**src/rtl/seg_pkg.sv**
```systemverilog
// Shared types and helpers for the 7-segment display blocks.
package seg_pkg;

    typedef enum logic {BLANK, SHOW} seg_state_e;

    localparam logic [3:0] BLANK_CODE     = 4'hF;
    localparam int         SEG_MAX_DIGITS = 16;

    // Callers zero-extend their packed BCD word to SEG_MAX_DIGITS nibbles.
    function automatic logic [3:0] digit_of(input logic [4*SEG_MAX_DIGITS-1:0] pv,
                                            input logic [3:0]                  idx);
        return pv[{idx, 2'b00} +: 4];
    endfunction

endpackage

```
**src/rtl/seg_scan_timer.sv**
```systemverilog
// BLANK/SHOW slot timer: walks the digit index and strobes slot_end / digit_wrap.
module seg_scan_timer
    import seg_pkg::*;
#(
    parameter int NUM_DIGITS = 4,
    parameter int SCAN_DIV   = 50000,
    parameter int BLANK_CYC  = 2,
    localparam int IDX_W     = (NUM_DIGITS > 1) ? $clog2(NUM_DIGITS) : 1
) (
    input  logic             clk,
    input  logic             rst,
    output logic             in_show,
    output logic [IDX_W-1:0] idx,
    output logic             slot_end,
    output logic             digit_wrap
);

    localparam int CNT_MAX = (SCAN_DIV > BLANK_CYC) ? SCAN_DIV : BLANK_CYC;
    localparam int CNT_W   = (CNT_MAX > 1) ? $clog2(CNT_MAX) : 1;

    localparam logic [CNT_W-1:0] BLANK_LAST = CNT_W'(BLANK_CYC - 1);
    localparam logic [CNT_W-1:0] SHOW_LAST  = CNT_W'(SCAN_DIV - 1);
    localparam logic [IDX_W-1:0] IDX_LAST   = IDX_W'(NUM_DIGITS - 1);

    seg_state_e       state, state_n;
    logic [CNT_W-1:0] cnt, cnt_n;
    logic [IDX_W-1:0] idx_n;

    always_ff @(posedge clk) begin
        if (rst) begin
            state <= BLANK;
            idx   <= '0;
            cnt   <= '0;
        end else begin
            state <= state_n;
            idx   <= idx_n;
            cnt   <= cnt_n;
        end
    end

    always_comb begin
        state_n    = state;
        idx_n      = idx;
        cnt_n      = cnt + CNT_W'(1);
        slot_end   = 1'b0;
        digit_wrap = 1'b0;
        case (state)
            BLANK: begin
                if (cnt == BLANK_LAST) begin
                    slot_end = 1'b1;
                    state_n  = SHOW;
                    cnt_n    = '0;
                end
            end
            SHOW: begin
                if (cnt == SHOW_LAST) begin
                    slot_end   = 1'b1;
                    digit_wrap = (idx == IDX_LAST);
                    state_n    = BLANK;
                    cnt_n      = '0;
                    idx_n      = (idx == IDX_LAST) ? '0 : idx + IDX_W'(1);
                end
            end
            default: state_n = BLANK;
        endcase
    end

    assign in_show = (state == SHOW);

endmodule

```
**src/rtl/seg_scan_driver.sv**
```systemverilog
// Double-buffered N-digit 7-segment scan driver; all outputs registered.
// Define SEG_SCAN_LZ_SUPPRESS_EN to blank leading zeros (digit 0 is always shown).
module seg_scan_driver
    import seg_pkg::*;
#(
    parameter int NUM_DIGITS = 4,
    parameter int SCAN_DIV   = 50000,
    parameter int BLANK_CYC  = 2
) (
    input  logic                    clk,
    input  logic                    rst,
    input  logic                    load,
    input  logic [4*NUM_DIGITS-1:0] value,
    output logic [3:0]              bin,
    output logic [NUM_DIGITS-1:0]   an,
    output logic                    frame_start
);

    localparam int IDX_W = (NUM_DIGITS > 1) ? $clog2(NUM_DIGITS) : 1;
    localparam int W     = 4 * NUM_DIGITS;

    logic             in_show, slot_end, digit_wrap;
    logic [IDX_W-1:0] idx;

    seg_scan_timer #(
        .NUM_DIGITS(NUM_DIGITS),
        .SCAN_DIV  (SCAN_DIV),
        .BLANK_CYC (BLANK_CYC)
    ) u_timer (
        .clk       (clk),
        .rst       (rst),
        .in_show   (in_show),
        .idx       (idx),
        .slot_end  (slot_end),
        .digit_wrap(digit_wrap)
    );

    // High during the timer's first BLANK cycle of a digit / of digit 0.
    // Outputs lag the timer by one register stage.
    logic new_digit, new_frame;

    logic [W-1:0]                  shadow, pend_buf, shadow_n;
    logic                          pending;
    logic [4*SEG_MAX_DIGITS-1:0]   shadow_ext;
    logic [3:0]                    idx4;
    logic [3:0]                    code_n;

    always_comb begin
        shadow_n = shadow;
        if (new_frame) begin
            if (load)
                shadow_n = value;
            else if (pending)
                shadow_n = pend_buf;
        end

        shadow_ext       = '0;
        shadow_ext[W-1:0] = shadow_n;
        idx4             = '0;
        idx4[IDX_W-1:0]  = idx;
        code_n           = digit_of(shadow_ext, idx4);
`ifdef SEG_SCAN_LZ_SUPPRESS_EN
        if (idx4 != 4'd0 && (shadow_ext >> {idx4, 2'b00}) == '0)
            code_n = BLANK_CODE;
`endif
    end

    always_ff @(posedge clk) begin
        if (rst) begin
            new_digit   <= 1'b1;
            new_frame   <= 1'b1;
            shadow      <= '0;
            pend_buf    <= '0;
            pending     <= 1'b0;
            an          <= '0;
            bin         <= 4'h0;
            frame_start <= 1'b0;
        end else begin
            new_digit   <= slot_end && in_show;
            new_frame   <= digit_wrap;
            shadow      <= shadow_n;
            if (new_frame) begin
                pending <= 1'b0;
            end else if (load) begin
                pend_buf <= value;
                pending  <= 1'b1;
            end
            frame_start <= new_frame;
            an          <= '0;
            if (in_show)
                an[idx] <= 1'b1;
            if (new_digit)
                bin <= code_n;
        end
    end

endmodule
```
**config.mk**
```make
export PLATFORM = sky130hd
export DESIGN_NAME = seg_scan_driver
export DESIGN_NICKNAME = d
export VERILOG_FILES = /design/src/rtl/seg_pkg.sv /design/src/rtl/seg_scan_timer.sv /design/src/rtl/seg_scan_driver.sv
export SDC_FILE = /design/constraint.sdc
export NUM_CORES = 1
export LEC_CHECK = 0
export ABC_AREA = 1
export CAP_MARGIN = 10
export CORE_UTILIZATION = 51
export DETAILED_ROUTE_END_ITERATION = 10
export GPL_ROUTABILITY_DRIVEN = 1
export PLACE_DENSITY_LB_ADDON = 0.1
export RECOVER_POWER = 50
export SLEW_MARGIN = 25
export SYNTH_ARGS = -nofsm -noshare
export SYNTH_HDL_FRONTEND = slang
export SYNTH_SLANG_ARGS = --single-unit
```
**constraint.sdc**
```tcl
create_clock -name clk -period 1.4 [get_ports clk]
set_input_delay 0.42 -clock clk [delete_from_list [all_inputs] [get_ports clk]]
set_output_delay 0.42 -clock clk [all_outputs]
set_load 0.02 [all_outputs]
```
== Word level (Yosys, flattened, before mapping) ==
Index checks and enable logic that the tools add are counted.

* Register bits after elaboration: 63
* Input bits: 19
* Output and inout port bits: 9

* $add $sub $neg: 2
* Order comparisons: 2
* Equal/unequal tests: 3
* Shift-type cells: 1
* Multiplexer cells: 16
* Bitwise gates (word level): 2
* Reduce and logical (&&, ||, !) cells: 6

{| class="wikitable"
|+ Operators by type and width
! operator !! count
|-
| two-way mux 16 bit || 5
|-
| indexed part select 64 x 5 -> 4 bit || 1
|-
| one-hot mux 16 bit (2 select lines) || 1
|-
| adder 16 x 1 -> 16 bit, second input constant || 1
|-
| equality test 16 x 1 -> 1 bit, second input constant || 1
|-
| equality test 16 bit, second input constant || 1
|-
| two-way mux 1 bit || 6
|-
| one-hot mux 1 bit (2 select lines) || 2
|-
| AND reduction 2 bit || 2
|-
| OR reduction 2 bit || 2
|-
| less-than comparator 2 x 3 -> 1 bit, second input constant || 1
|-
| adder 2 x 1 -> 2 bit, second input constant || 1
|-
| demux 1 bit (select 2 bit) || 1
|-
| equality test 2 bit, second input constant || 1
|-
| greater-or-equal comparator 2 x 1 -> 1 bit, second input constant || 1
|-
| logical AND 1 bit || 2
|-
| two-way mux 2 bit || 1
|-
| inverter 1 bit || 2
|}

== Logic depth before layout (Yosys ltp) ==
Gate-level depths: netlist of run 1.

* Depth after elaboration: 4
* Depth in mapped cells: 9

== Modules after synthesis ==
Synthesis of run 1 repeated with hierarchy kept, for this count alone.

* Cell total of the unflattened synthesis: 450
* Area total of the unflattened synthesis: 3055.4 µm²

{| class="wikitable"
|+ By module, submodules not included
! module !! times used !! cells an instance !! area each (µm²)
|-
| seg_scan_driver || 1 || 301 || 1990.7
|-
| seg_scan_timer || 1 || 149 || 1064.8
|}

== Worst setup path before layout of run 1 ==
Ideal clock, no wire load.

* Path type: reg2reg
* Start point: reg u_timer.cnt[0]
* End point: reg u_timer.cnt[12]
* Arrival: 1.251 ns
* Path slack: 0.022 ns
* Stages on the path, launching flop included: 8
* Period minus slack after synthesis: 1.378 ns
* Cell sequence: dfxtp_1 ha_1 nand3_2 nor2_2 nand4_1 nor2_2 xnor2_1 nor2_1

* Cells in the longest elaborated chain, start to end: 3
* Elaborated cells on any way between the ends: 6
* Those cells by class: add/sub (1); eq/ne (2); mux (3)

{| class="wikitable"
|+ Ends and longest elaborated chain
! what !! line !! RTL
|-
| start: declaration || seg_scan_timer.sv:26 || <nowiki>logic [CNT_W-1:0] cnt, cnt_n;</nowiki>
|-
| start signal: assignment || seg_scan_timer.sv:37 || <nowiki>cnt <= cnt_n;</nowiki>
|-
| adder 16 x 1 -> 16 bit, or another cell as far along || seg_scan_timer.sv:44 || <nowiki>cnt_n = cnt + CNT_W'(1);</nowiki>
|-
| two-way mux 16 bit (on tied branches) || seg_scan_timer.sv:56, seg_scan_timer.sv:49 ||
|-
| one-hot mux 16 bit (2 select lines) * || seg_scan_timer.sv:47 || <nowiki>case (state)</nowiki>
|}

Every way passes the cells marked *; elsewhere a longest branch is shown, timed or not.
A chain may end at the register's enable or synchronous reset.

== Worst setup path in the final report of run 1 ==
* Start point: reg bin[3]
* End point: out bin[3]

{| class="wikitable"
|+ RTL lines
! what !! line !! RTL
|-
| start: declaration || seg_scan_driver.sv:14 || <nowiki>output logic [3:0] bin,</nowiki>
|-
| start signal: assignment || seg_scan_driver.sv:93 || <nowiki>bin <= code_n;</nowiki>
|}

No word-level cell between the ends.

==> flow_metrics.py, run 1 <==
metrics = {
    "final_layout": {
        "seq_area_um2": 1276,
        "antenna_cells": 0,
        "layout.nets": 522,
        "fillers": 466,
        "multiInputGateArea_um2": 1476,
        "utilization_pct": 70.03,
        "area_growth_pct": 32.30,
        "final_layout_size_suffix_gt1_share_pct": 21.16,
    },
    "outcome": {
        "status": "finished, final reports clean",
    },
    "grt": {
        "grt_max_degree": 25,
        "grt_overflow": 0,
        "grt_pass1_wl_um": 11810,
        "antenna_found_initial": 0,
        "grt_pass1_vias": 2741,
        "grt_use_total_pct": 24.86,
    },
    "detailed_routing": {
        "via_count": 2870,
        "drc_errors": 0,
        "wl_per_cell_um": 12.34,
        "drtPass1Iterations": 4,
        "ant_nets": 0,
        "drt-initial-drc-count": 194,
        "viasPerCell": 5.009,
        "wirelength_um": 7073,
    },
    "floorplanning": {
        "dieArea_um2": 6058,
        "row_count": 27,
        "die-height_um": 77.83,
        "die_x_um": 77.83,
        "start_util_pct": 52.94,
        "fp.coreArea_um2": 5540,
        "io_pins": 28,
    },
    "clock_network": {
        "hold_buffers": 0,
        "clk_pin_slew_ns": 0.06,
        "cts.sinks": 63,
        "worstSkewPairLatency_ns": 0.34,
        "clockBufferDepth": 2,
        "cts_tree": "yes",
        "clock-root-buffer": "clkbuf_8",
        "htree_levels": 3,
        "cts_inserted_buffers": 9,
    },
    "critical_path": {
        "r2r_slack_ns": 0.05,
        "worstRegToRegCells": 8,
        "slowest_stage": "dfxtp_1",
        "cp.arrival_ns": 0.95,
        "startpoint_type": "register",
        "path_buf_inv": 1,
        "cp_data_required_time_ns": 0.98,
        "worstSetupPathType": "register to output pin",
        "worstReg2RegStart": "u_timer.cnt[0]",
        "path_max_fanout": 2,
        "r2r_end": "u_timer.cnt[14]",
        "crit_chain": "clkdlybuf4s15_2",
        "cp_top_family": "flip-flops",
        "critPathCaptureType": "output pin",
        "crit_path_max_incr_delay_ns": 0.35,
    },
    "sta": {
        "setup_tns_ns": 0,
        "rsz0062_at_grt": "yes",
        "finalCritPeriodShare_pct": 97.98,
        "setup_slack_ns": 0.02825,
        "drv_slew": 0,
        "fin_crit_ns": 1.372,
        "hold_slack_ns": 0.4440,
        "final-setup-viol-count": 0,
        "skew_ns": 0.007765,
        "worst_pin_slew_ns": 0.2748,
        "hold_viol": 0,
        "fmax_ghz": 0.7290,
        "max_slew_margin_pct": 81.68,
    },
    "yosys": {
        "synth_nets": 453,
        "yosysWarnings": 0,
        "ys_types": 26,
        "ys_seq_area_share_pct": 43.00,
        "postSynthAreaPerCell_um2": 6.852,
        "ys_top_cells_by_area": "dfxtp_1 (43%), nand2_1 (14%), inv_1 (7.7%), nor2_1 (6.8%), nand3_1 (6.7%)",
        "synth.ff_latch_count": 63,
        "synthCells": 428,
        "syn_area_um2": 2933,
        "synth_top_area_share_pct": 43.00,
        "yosys.area.top_type": "dfxtp_1",
    },
    "pwr": {
        "ir_drop_uv": 683.6,
        "total_leakage_power_nw": 1.805,
        "p_per_area_nw_per_um2": 1072,
        "finalPower_mw": 4.160,
    },
    "placed_design": {
        "pre_cts_ws_ns": -0.5051,
        "finalWeightedCongestion": 0.8356,
        "hpwl_um": 4866,
        "numPortBuffers": 27,
    },
    "min_path": {
        "whs_endpoint": "u_timer.cnt[0]",
        "hold_depth": 1,
        "holdCritStartpoint": "u_timer.cnt[0]",
        "hold_class": "register to register",
    },
    "flow_run": {
        "max_cap_viol_count": 0,
    },
}
[placed cells by master, fill, tap and decap left out, drive strengths merged, types with 2 or more instances in the layout]
cell	n
clkdlybuf4s15	6
clkbuf	13
nand2	108
clkinv	4
or2	4
xor2	7
nand3b	4
dlymetal6s2s	3
xnor2	4
nand3	40
nand4	5
o21ai	25
ha	6
a21oi	24
buf	46
nor2	58
clkinvlp	2
inv	61
clkdlybuf4s50	14
dfxtp	63
[synth_stat cells (all sizes together)]
cell type / count
nand2: 108
dfxtp: 63
inv: 62
nor2: 58
nand3: 40
o21ai: 25
a21oi: 24
clkbuf: 10
xor2: 7
ha: 6
nand4: 5
buf: 4
nand3b: 4
or2: 4
xnor2: 4
a211oi: 1
clkinv: 1
nor3: 1
nor3b: 1
[metal layers]
| metal | global-route usage, % | part of all wire, % | vias to the layer above |
|---|---|---|---|
| met4 | 12.26 | 1.8 | 0 |
| met2 | 40.18 | 47 | 56 |
| met3 | 4.235 | 3.7 | 14 |
| li1 | - | - | 1466 |
| met1 | 31.85 | 47 | 1334 |
| met5 | 0 | 0 | - |
[what timing repair did]
item / CTS / global route
endpoints found under the setup margin: 41 / 39
pin swaps: 9 / 18
setup buffers: 8 / 1
resized for setup: 34 / 38
[metrics by stage]
stage / cells / instance area (µm²)
after floorplan: 428 / 2933
after global placement: 550 / 3535
after detailed placement: 550 / 3535
after CTS: 573 / 3802
after global routing: 573 / 3880
final: 573 / 3880
[power breakdown]
part / leakage [nW] / switching [mW] / internal [mW]
Sequential: 0.522 / 0.0817 / 1.93
Combinational: 1.20 / 0.429 / 0.364
Clock: 0.0850 / 0.683 / 0.672
Total: 1.81 / 1.19 / 2.97
[worst max path at each step]
stage,start,to,slack [ns],cells past startpoint
after floorplan,u_timer.cnt[0],u_timer.cnt[12],0.02,7
after detailed placement,load,pend_buf[11],-0.51,7
after CTS,u_timer.cnt[0],u_timer.cnt[11],-0.0002,8
after global placement,load,bin[0],-0.46,10
final,bin[3],bin[3],0.03,1
after global routing,u_timer.cnt[1],u_timer.cnt[14],-0.05,8
[sequential cells by signal (all words and copies together) (netlist names), 2 cells and up]
| register | count |
|---|---|
| pend_buf | 16 |
| shadow | 16 |
| u_timer.cnt | 16 |
| an | 4 |
| bin | 4 |
| u_timer.idx | 2 |
[final cells by class]
| class | instances | area share (%) |
|---|---|---|
| clock buffer | 11 | 3.644 |
| inverter | 63 | 6.192 |
| timing repair buffer | 72 | 16.32 |
| sequential | 63 | 32.89 |
| multi-input combinational | 288 | 38.05 |
| clock inverter | 4 | 0.5805 |
| tap | 72 | 2.322 |
[kinds of logic after synthesis]
family,count (synthesis),synth area share (%)
XOR/XNOR,11,3.285
AND/OR/NAND/NOR,221,32.38
AO/OA/AOI/OAI,50,8.618
buffers and inverters,77,10.15
flip-flops,63,43.00
adder cells (fa/ha/maj),6,2.560
(Power assumes the default switching activity.)
==> inputs of run 2 (changes only) <==
--- a/config.mk
+++ b/config.mk
@@ -16,3 +16,4 @@
 export SYNTH_ARGS = -nofsm -noshare
 export SYNTH_HDL_FRONTEND = slang
 export SYNTH_SLANG_ARGS = --single-unit
+export TNS_END_PERCENT = 10
==> flow_metrics.py, run 2 (synthesized netlist as in run 1, its figures left out) <==
metrics = {
    "outcome": {
        "status": "finished, violations left",
        "violations": "setup timing",
    },
    "final_layout": {
        "fillers": 495,
        "final_layout_size_suffix_gt1_share_pct": 16.57,
        "antenna_cells": 0,
        "area_growth_pct": 27.99,
        "final_cell_mix": "nand2_1 (106), inv_1 (60), dfxtp_1 (59), nor2_1 (50), nand3_1 (38)",
        "layout.nets": 516,
        "multiInputGateArea_um2": 1416,
        "fin_cells": 567,
        "seq_area_um2": 1266,
        "stdcell_area_um2": 3754,
        "utilization_pct": 67.75,
        "reg.largest.list": "pend_buf: 16 flops, shadow: 16 flops, u_timer.cnt: 16 flops",
        "final_common_cell": "nand2_1",
    },
    "critical_path": {
        "worstSetupPathType": "register to register",
        "critPathCaptureType": "register",
        "r2r_slack_ns": -0.03,
        "path_buf_inv": 2,
        "cp_data_required_time_ns": 1.63,
        "slowest_stage": "dfxtp_2",
        "startpoint_type": "register",
        "cp_top_family": "simple AND/OR/NAND/NOR gates",
        "crit_chain": "buf_6 > nand2_4 > nor2_4 > nand4_1 > nor2_2 > buf_4 > xnor2_1 > nor2_1",
        "cp.arrival_ns": 1.66,
        "path_max_fanout": 3,
        "crit_path_max_incr_delay_ns": 0.34,
    },
    "pwr": {
        "p_switching_mw": 1.161,
        "total_leakage_power_nw": 1.759,
        "ir_drop_uv": 685.6,
        "combPwrFrac_pct": 18.0,
        "pwr-share-clk_pct": 33.2,
        "seqPwrFrac_pct": 48.8,
        "p_per_area_nw_per_um2": 1089,
        "swShare_pct": 28.41,
        "internal_power_mw": 2.926,
    },
    "sta": {
        "setup_tns_ns": -0.05327,
        "hold_viol": 0,
        "finalCritPeriodShare_pct": 102.2,
        "fin_crit_ns": 1.430,
        "rsz0062_at_grt": "yes",
        "final-setup-viol-count": 3,
        "setup_slack_ns": -0.03014,
        "max_slew_margin_pct": 70.41,
        "fmax_ghz": 0.6992,
        "skew_ns": 0.007755,
        "hold_slack_ns": 0.4242,
        "drv_slew": 0,
        "worst_pin_slew_ns": 0.4433,
    },
    "placed_design": {
        "finalWeightedCongestion": 0.8356,
        "numPortBuffers": 27,
        "hpwl_um": 4866,
        "place_area_um2": 3535,
        "dpl.cell_count": 550,
    },
    "detailed_routing": {
        "drc_errors": 0,
        "via_count": 2806,
        "viasPerCell": 4.949,
        "drtPass1Iterations": 6,
        "drt-initial-drc-count": 164,
        "wirelength_um": 6734,
        "wl_per_cell_um": 11.88,
        "ant_nets": 0,
    },
    "floorplanning": {
        "die-height_um": 77.83,
        "row_count": 27,
        "start_util_pct": 52.94,
        "fp.coreArea_um2": 5540,
        "io_pins": 28,
        "die_x_um": 77.83,
        "dieArea_um2": 6058,
    },
    "clock_network": {
        "worstSkewPairLatency_ns": 0.34,
        "cts_inserted_buffers": 9,
        "htree_levels": 3,
        "clk_pin_slew_ns": 0.07,
        "clockBufferDepth": 2,
        "cts_tree": "yes",
        "hold_buffers": 0,
        "cts.sinks": 63,
        "clock-root-buffer": "clkbuf_8",
    },
    "flow_run": {
        "max_cap_viol_count": 0,
    },
    "grt": {
        "grt_overflow": 0,
        "grt_pass1_vias": 2628,
        "grt_pass1_wl_um": 11410,
        "grt_max_degree": 25,
        "antenna_found_initial": 0,
        "grt_use_total_pct": 23.98,
    },
    "min_path": {
        "hold_class": "register to register",
    },
}
[run 2: cell types whose count changed in the layout (fill, tap and decap cells not counted), moves of 2 or more]
cell / delta
buf_4: -5
nand3_1: +2
dfxtp_2: -5
dfxtp_1: +6
nor2_4: -2
nor2_2: -3
nor2_1: +5
nand3_2: -2
[run 2: power by group through the flow]
stage	clock network [mW]	registers, mW	logic, mW
2_1_floorplan	0	2.03	0.399
3_3_place_gp	0	2.02	0.703
3_5_place_dp	0	2.02	0.713
4_1_cts	1.38	1.98	0.715
5_1_grt	1.47	2.01	0.829
6_report	1.36	2.00	0.737
[run 2: repair_timing]
item | in CTS | in global routing
pin swaps | 0 | 8
buffers inserted | 0 | 2
resized for setup | 21 | 25
setup endpoints to repair | 41 | 33
[run 2: area by class of cell]
type                       count  area share [%]
clock buffer                  11           3.767
clock inverter                 4          0.6000
inverter                      63           6.300
multi-input combinational    288           37.73
sequential                    63           33.73
tap                           72           2.400
timing repair buffer          66           15.47
[run 2: path summary, 6_finish.rpt]
check                      start              to  depth (start not counted)
setup / recovery  u_timer.cnt[0]  u_timer.cnt[9]                          8
hold / removal    u_timer.cnt[0]  u_timer.cnt[0]                          1
setup reg to reg  u_timer.cnt[0]  u_timer.cnt[9]                          8
hold reg to reg   u_timer.cnt[0]  u_timer.cnt[0]                          1
[run 2: per-layer routing]
layer	global-route usage (%)	wire, µm	part of all wire [%]
met3	4.235	245	3.6
met4	11.32	106	1.6
met2	38.23	3099	46
met1	31.27	3283	49
met5	0	0	0
[run 2: per-stage QoR]
stage / worst slack [ns] / power (mW)
after global placement: -0.4615 / 2.722
after CTS: -0.05776 / 4.074
after global routing: -0.1101 / 4.305
after detailed placement: -0.5051 / 2.732
after floorplan: 0.02180 / 2.427
final: -0.03014 / 4.087
==> inputs of run 3 (changes only) <==
--- a/config.mk
+++ b/config.mk
@@ -9,7 +9,7 @@
 export CAP_MARGIN = 10
 export CORE_UTILIZATION = 51
 export DETAILED_ROUTE_END_ITERATION = 10
-export GPL_ROUTABILITY_DRIVEN = 1
+export GPL_ROUTABILITY_DRIVEN = 0
 export PLACE_DENSITY_LB_ADDON = 0.1
 export RECOVER_POWER = 50
 export SLEW_MARGIN = 25
==> results of run 3 <==
Same layout as run 2: the final DEF is identical, and so are final timing and power.
